==> config.mk <==
export PLATFORM = sky130hd
export DESIGN_NAME = tdet_stim_sig_engine
export DESIGN_NICKNAME = d
export VERILOG_FILES = /design/src/rtl/tdet_stim_sig_engine.sv
export SDC_FILE = /design/constraint.sdc
export NUM_CORES = 1
export LEC_CHECK = 0
export ABC_AREA = 1
export CAP_MARGIN = 25
export CORE_MARGIN = 8
export CORE_UTILIZATION = 30
export CTS_BUF_LIST = sky130_fd_sc_hd__clkbuf_2 sky130_fd_sc_hd__clkbuf_4 sky130_fd_sc_hd__clkbuf_8
export DETAILED_ROUTE_END_ITERATION = 16
export SLEW_MARGIN = 20
export SYNTH_ARGS = -nofsm -noshare
export SYNTH_HDL_FRONTEND = slang
export SYNTH_SLANG_ARGS = --single-unit
==> constraint.sdc <==
create_clock -name CK -period 2.2 [get_ports CK]
set_input_delay 0.44 -clock CK [delete_from_list [all_inputs] [get_ports CK]]
set_output_delay 0.44 -clock CK [all_outputs]
set_load 0.05 [all_outputs]
==> src/rtl/tdet_stim_sig_engine.sv <==
// Stimulus driver and MISR response compactor for one benchmark DUT, ending with a golden-signature compare.
// Optional build macro TDET_TRACE_EN adds the trace_valid/trace_data per-vector trace ports.
module tdet_stim_sig_engine #(
  parameter int unsigned N_W    = 1,
  parameter int unsigned OUT_W  = 1,
  parameter int unsigned SIG_W  = 8,
  parameter logic [SIG_W-1:0] POLY = SIG_W'(8'h1D),
  parameter int unsigned SETTLE = 1,
  parameter int unsigned CNT_W  = 17
) (
  input  logic             CK,
  input  logic             reset,
  input  logic             start,
  input  logic [CNT_W-1:0] pat_count,
  input  logic [SIG_W-1:0] golden_sig,
  output logic [N_W-1:0]   stim,
  input  logic [OUT_W-1:0] dut_out,
  output logic             busy,
  output logic             done,
  output logic [SIG_W-1:0] sig,
  output logic             mismatch
`ifdef TDET_TRACE_EN
  ,
  output logic                 trace_valid,
  output logic [N_W+OUT_W-1:0] trace_data
`endif
);

  typedef enum logic [1:0] {IDLE, HOLD, SAMPLE, FIN} state_e;

  // With no settle window each pattern is just its sample cycle, so HOLD is skipped entirely.
  localparam state_e     FIRST_STATE = (SETTLE == 0) ? SAMPLE : HOLD;
  localparam logic [7:0] HOLD_LAST   = (SETTLE == 0) ? 8'd0 : 8'(SETTLE - 1);

  state_e           state_q, state_d;
  logic [N_W-1:0]   stim_q, stim_d;
  logic [SIG_W-1:0] sig_q, sig_d;
  logic [SIG_W-1:0] golden_q, golden_d;
  logic [CNT_W-1:0] pat_q, pat_d;
  logic [CNT_W-1:0] idx_q, idx_d;
  logic [7:0]       hold_cnt_q, hold_cnt_d;
  logic             busy_q, busy_d;
  logic             done_q, done_d;
  logic             mismatch_q, mismatch_d;

  always_comb begin
    // NOTE: every signal gets a default first so no path through the case leaves one unassigned (no latches).
    state_d    = state_q;
    stim_d     = stim_q;
    sig_d      = sig_q;
    golden_d   = golden_q;
    pat_d      = pat_q;
    idx_d      = idx_q;
    hold_cnt_d = hold_cnt_q;
    busy_d     = busy_q;
    done_d     = 1'b0;
    mismatch_d = mismatch_q;

    unique case (state_q)
      IDLE: begin
        if (start) begin
          pat_d      = pat_count;
          golden_d   = golden_sig;
          sig_d      = '0;
          mismatch_d = 1'b0;
          stim_d     = '0;
          hold_cnt_d = '0;
          idx_d      = '0;
          busy_d     = 1'b1;
          state_d    = (pat_count == '0) ? FIN : FIRST_STATE;
        end
      end
      HOLD: begin
        if (hold_cnt_q == HOLD_LAST) begin
          hold_cnt_d = '0;
          state_d    = SAMPLE;
        end else begin
          hold_cnt_d = hold_cnt_q + 8'd1;
        end
      end
      SAMPLE: begin
        sig_d = {sig_q[SIG_W-2:0], 1'b0}
              ^ (sig_q[SIG_W-1] ? POLY : '0)
              ^ SIG_W'(dut_out);
        idx_d = idx_q + CNT_W'(1);
        if (idx_d == pat_q) begin
          state_d = FIN;
        end else begin
          stim_d  = stim_q + N_W'(1);
          state_d = FIRST_STATE;
        end
      end
      FIN: begin
        done_d     = 1'b1;
        busy_d     = 1'b0;
        mismatch_d = (sig_q != golden_q);
        state_d    = IDLE;
      end
      default: state_d = IDLE;
    endcase
  end

  // NOTE: sequential state uses non-blocking assignments so every flop samples pre-edge values.
  always_ff @(posedge CK) begin
    if (reset) begin
      state_q    <= IDLE;
      stim_q     <= '0;
      sig_q      <= '0;
      golden_q   <= '0;
      pat_q      <= '0;
      idx_q      <= '0;
      hold_cnt_q <= '0;
      busy_q     <= 1'b0;
      done_q     <= 1'b0;
      mismatch_q <= 1'b0;
    end else begin
      state_q    <= state_d;
      stim_q     <= stim_d;
      sig_q      <= sig_d;
      golden_q   <= golden_d;
      pat_q      <= pat_d;
      idx_q      <= idx_d;
      hold_cnt_q <= hold_cnt_d;
      busy_q     <= busy_d;
      done_q     <= done_d;
      mismatch_q <= mismatch_d;
    end
  end

  assign stim     = stim_q;
  assign busy     = busy_q;
  assign done     = done_q;
  assign sig      = sig_q;
  assign mismatch = mismatch_q;

`ifdef TDET_TRACE_EN
  // Marks exactly the cycle in which the response is folded into the signature.
  assign trace_valid = (state_q == SAMPLE);
  assign trace_data  = {stim_q, dut_out};
`endif

endmodule

======== Word level (Yosys, flattened, before mapping) ========
Cells that the tools add are included.
word-level totals
  bits in registers ....................... 64
  bits of input ports ..................... 29
  output and inout port bits .............. 12
  word-level logic and storage cells ...... 54
operators by class
  add/sub/neg operators ................... 3
  equality and inequality tests ........... 8
  mux-type cells .......................... 19
  bitwise logic cells ..................... 2
  reduce and logical (&&, ||, !) cells .... 12
operators by type and width
  kind                   number
  $pmux 17 s2            1
  $pmux 8 s2             2
  $add 17x1->17 const B  1
  $eq 17x17->1           1
  $logic_not 17->1       1
  $mux 17                1
  $mux 8                 2
  $reduce_and 2->1       5
  $add 8x1->8 const B    1
  $logic_not 8->1        1
  $mux 2                 4
  $ne 8x8->1             1
  $pmux 2 s4             1
  $xor 8x1->8            1
  $xor 8x5->8            1
  $ne 2x2->1 const B     3
  $pmux 1 s2             3
  $reduce_bool 2->1      3
  $mux 5                 1
  $eq 2x2->1 const B     2
  $mux 1                 4
  $reduce_and 3->1       1
  $eq 2x1->1 const B     1
  $logic_not 2->1        1
  $add 1x1->1 const B    1

======== Logic depth before layout (Yosys ltp) ========
Gate-level depths: netlist of the first run.
  word-level depth ........................ 4
  depth in mapped cells ................... 16
  depth with buffers taken out ............ 16

======== Worst setup path before layout of the first run ========
Ideal clock, no wire load.
  path type ............................... register to register
  start point ............................. reg idx_q[0]
  end point ............................... reg stim_q, in the netlist stim
  library setup time ...................... 0.114 ns
  data arrival time ....................... 1.716 ns
  data required time ...................... 2.086 ns
  path slack .............................. 0.370 ns
  cell stages (with the launch flop) ...... 15
  path buffers ............................ 0
  period minus slack after synthesis ...... 1.830 ns
  cell sequence ........................... dfxtp_1 > ha_1 > nand2_2 > nor2_8 > nand2_4 > o21bai_2 > nand2_1 > nand2_1 > nand2_1 > nor2_1 > nand2_1 > nor2_2 > nor2_1 > nor2_1 > nor2_1
on the way
  word-level cells in the longest chain between the ends .. 4
RTL lines
  element                            RTL line  RTL
  start: declaration                 40        logic [CNT_W-1:0] idx_q, idx_d;
  start signal: assignment           122       idx_q <= idx_d;
  $add 17x1->17                      85        idx_d = idx_q + CNT_W'(1);
  $eq 17x17->1                       86        if (idx_d == pat_q) begin
  $ne 2x2->1 (no source line)        n/a
  $reduce_and 3->1 (no source line)  n/a
  end signal: assignment             118       stim_q <= stim_d;
  end: declaration                   36        logic [N_W-1:0] stim_q, stim_d;
Every way passes these cells.
A chain may end at the register's enable or synchronous reset.

======== Worst setup path after layout of the first run ========
  start point ............................. reg sig_q[3], in the netlist sig[3]
  end point ............................... out sig[3]
RTL lines
  element                   RTL line  RTL
  start: declaration        37        logic [SIG_W-1:0] sig_q, sig_d;
  start signal: assignment  119       sig_q <= sig_d;
  end: declaration          20        output logic [SIG_W-1:0] sig,
No word-level cell between the ends.

==> flow_metrics.tcl, run 1 <==
set metrics [dict create \
    num_vias 3533 \
    fmax_mhz 484.7 \
    drtIter0Drc 161 \
    ys_ff_latch 64 \
    slew_headroom_pct 64.06 \
    synth_nets 560 \
    avgViaCountPerCell 4.887 \
    grt_max_degree 34 \
    ctsResizeCount 0 \
    nets 608 \
    cp-end-kind "primary output" \
    clkLatencyLatePin_ps 340 \
    route.detailed.drc 0 \
    ys_types 33 \
    status "finished, final reports clean" \
    finalCritPeriodShare_pct 93.77 \
    finalSetupViolations 0 \
    drtAntennaViolNets 0 \
    cp.arrival_ps 1620 \
    cts_hold_buf 0 \
    num_rows 39 \
    pin_count 41 \
    dr.pass1.iters 5 \
    p_per_area_nw_per_um2 621.2 \
    p_leak_uw 0.001658 \
    startpoint_type "register" \
    ys_warn_count 0 \
    post-cts-setup-buffers 0 \
    grt_usage_pct 13.44 \
    tns_ps 0 \
    cp_cell_sequence "clkdlybuf4s50_1" \
    utilization_pct 38.08 \
    max_cap_viol_count 0 \
    worst_pin_slew_ps 537.4 \
    cp_slowest_stage_delay_ps 850 \
    final_cell_area_um2 4293 \
    root_buffer "clkbuf_8" \
    hold_viol 0 \
    grt_pass1_vias 3437 \
    core_area_um2 11270 \
    cts_max_level 3 \
    path_delay_family "buffers and inverters" \
    routedWlPerCell_um 13.52 \
    syn_area_per_cell_um2 6.498 \
    synthesis.instances 528 \
    placed_area_um2 4061 \
    worst_hold_slack_ps 470.4 \
    grt_pass1_wl_mm 16.30 \
    fin_cells 723 \
    area_growth_pct 25.13 \
    drv_slew 0 \
    crit_path_max_fanout 5 \
    worst_path_max_delay_cell "clkdlybuf4s50_1" \
    dpl.hpwl_mm 7.257 \
    required_ps 1760 \
    path_buf_inv 1 \
    rsz0062_at_grt "false" \
    routed_wl_mm 9.778 \
    gp_congestion 0.8367 \
    cts_made_buffers 9 \
    cts_tree "done" \
    ir_worst_vdd_v 0.0003360 \
    overflow 0 \
    layout-drive-gt1-share_pct 8.448 \
    path_class "reg2out" \
    antenna_cells 0 \
    ys_seq_area_share_pct 37.35 \
    path_clk_slew_ps 80 \
    port_buffers 40 \
    die-area_um2 15110 \
    antenna_found_initial 0 \
    finalClockSkew_ps 10.80 \
    netlist_area_um2 3431 \
    start_util_pct 30.44 \
    die_h_um 122.9 \
    min_path_type "reg2reg" \
    dp_cells 708 \
    fp.dieW_um 122.9 \
    period_needed_ps 2063 \
    clock-sinks 64 \
    cts_buffer_depth 2 \
]
==> cells in the mapped netlist <==
library cell | count | area share (%)
nor2_1 | 60 | 6.6
a21oi_2 | 1 | 0.26
clkbuf_1 | 15 | 1.6
nor4_1 | 5 | 0.91
nor2_8 | 1 | 0.58
nand3b_1 | 4 | 0.88
a31oi_1 | 1 | 0.18
nor2_2 | 5 | 0.91
ha_1 | 3 | 1.1
nor3_1 | 3 | 0.44
nand3_1 | 54 | 7.9
clkbuf_2 | 1 | 0.15
a21oi_1 | 49 | 7.1
o21ai_1 | 1 | 0.15
nor2_4 | 1 | 0.33
inv_1 | 60 | 6.6
nand2_1 | 129 | 14
o31ai_1 | 1 | 0.22
or2_2 | 1 | 0.18
xor2_1 | 3 | 0.77
a211oi_1 | 2 | 0.44
a221oi_1 | 2 | 0.51
xnor2_1 | 6 | 1.5
a21o_1 | 1 | 0.22
nand4_1 | 11 | 2.0
o21ai_0 | 38 | 5.5
o21bai_2 | 1 | 0.33
and3_1 | 1 | 0.18
nand2_4 | 1 | 0.33
buf_2 | 1 | 0.15
o211a_1 | 1 | 0.29
dfxtp_1 | 64 | 37
nand2_2 | 1 | 0.18
==> cells in the final DEF, fill, tap and decap left out, drive strengths merged <==
cell type / instances
and3: 1
ha: 3
clkdlybuf4s50: 40
nand3: 54
o21ai: 39
clkinv: 1
a21oi: 50
a211oi: 2
a31oi: 1
nor3: 3
o21bai: 1
inv: 61
xnor2: 6
a221oi: 2
xor2: 3
buf: 14
nor4: 5
nand4: 11
o211a: 1
nor2: 67
a21o: 1
clkinvlp: 3
nand3b: 4
clkbuf: 9
dfxtp: 64
nand2: 131
bufinv: 1
or2: 1
o31ai: 1
==> layer usage <==
layer | GRT usage, % | vias to the layer above | part of all wire (%)
met1 | 15.93 | 1615 | 45
met3 | 4.018 | 11 | 6.4
met5 | 0 | - | 0
met2 | 22.56 | 85 | 47
met4 | 4.874 | 0 | 1.3
li1 | - | 1822 | -
==> power by group <==
group	internal, uW	switching (uW)
Combinational	165	228
Clock	522	495
Sequential	1210	41.5
==> worst paths after layout <==
kind                 end  slack (ps)  cells after the start         from
max               sig[3]         140                      1       sig[3]
max reg2reg         stim         230                     13     idx_q[5]
min          golden_q[7]         470                      2  golden_q[7]
min reg2reg  golden_q[7]         470                      2  golden_q[7]
==> state kept, by name, summed over array words and instances, names as in the netlist, 2 cells and up <==
signal / flops
pat_q: 17
golden_q: 8
state_q: 2
hold_cnt_q: 8
sig: 8
idx_q: 17
==> kinds of logic after synthesis <==
family / count (synthesis) / share of synthesized area (%)
AO/OA/AOI/OAI: 98 / 15.28
buffers and inverters: 77 / 8.497
flip-flops: 64 / 37.35
AND/OR/NAND/NOR: 277 / 35.49
XOR/XNOR: 9 / 2.298
adder cells (fa/ha/maj): 3 / 1.094
==> cell type report <==
cell class	instances	area, um2
Fill cell	1226	6979
Multi-Input combinational cell	387	1888
Sequential cell	64	1289
Timing Repair Buffer	54	518.0
Inverter	60	225.2
Tap cell	143	178.9
Clock buffer	9	123.9
Clock inverter	6	70.07
==> per-stage QoR <==
stage | setup WS [ps] | power (uW)
after floorplan | 369.7 | 1507
after global placement | 162.5 | 1674
after detailed placement | 131.4 | 1676
after CTS | 109.7 | 2697
after global routing | 10.82 | 2804
final | 137.0 | 2667
No activity file was read; power rests on OpenSTA's default activity.
==> inputs of run 2 (changes only) <==
--- a/config.mk
+++ b/config.mk
@@ -11,6 +11,7 @@
 export CORE_UTILIZATION = 30
 export CTS_BUF_LIST = sky130_fd_sc_hd__clkbuf_2 sky130_fd_sc_hd__clkbuf_4 sky130_fd_sc_hd__clkbuf_8
 export DETAILED_ROUTE_END_ITERATION = 16
+export SKIP_LAST_GASP = 1
 export SLEW_MARGIN = 20
 export SYNTH_ARGS = -nofsm -noshare
 export SYNTH_HDL_FRONTEND = slang
==> results of run 2 <==
The final DEF is identical to that of run 1; final timing and power are the same.
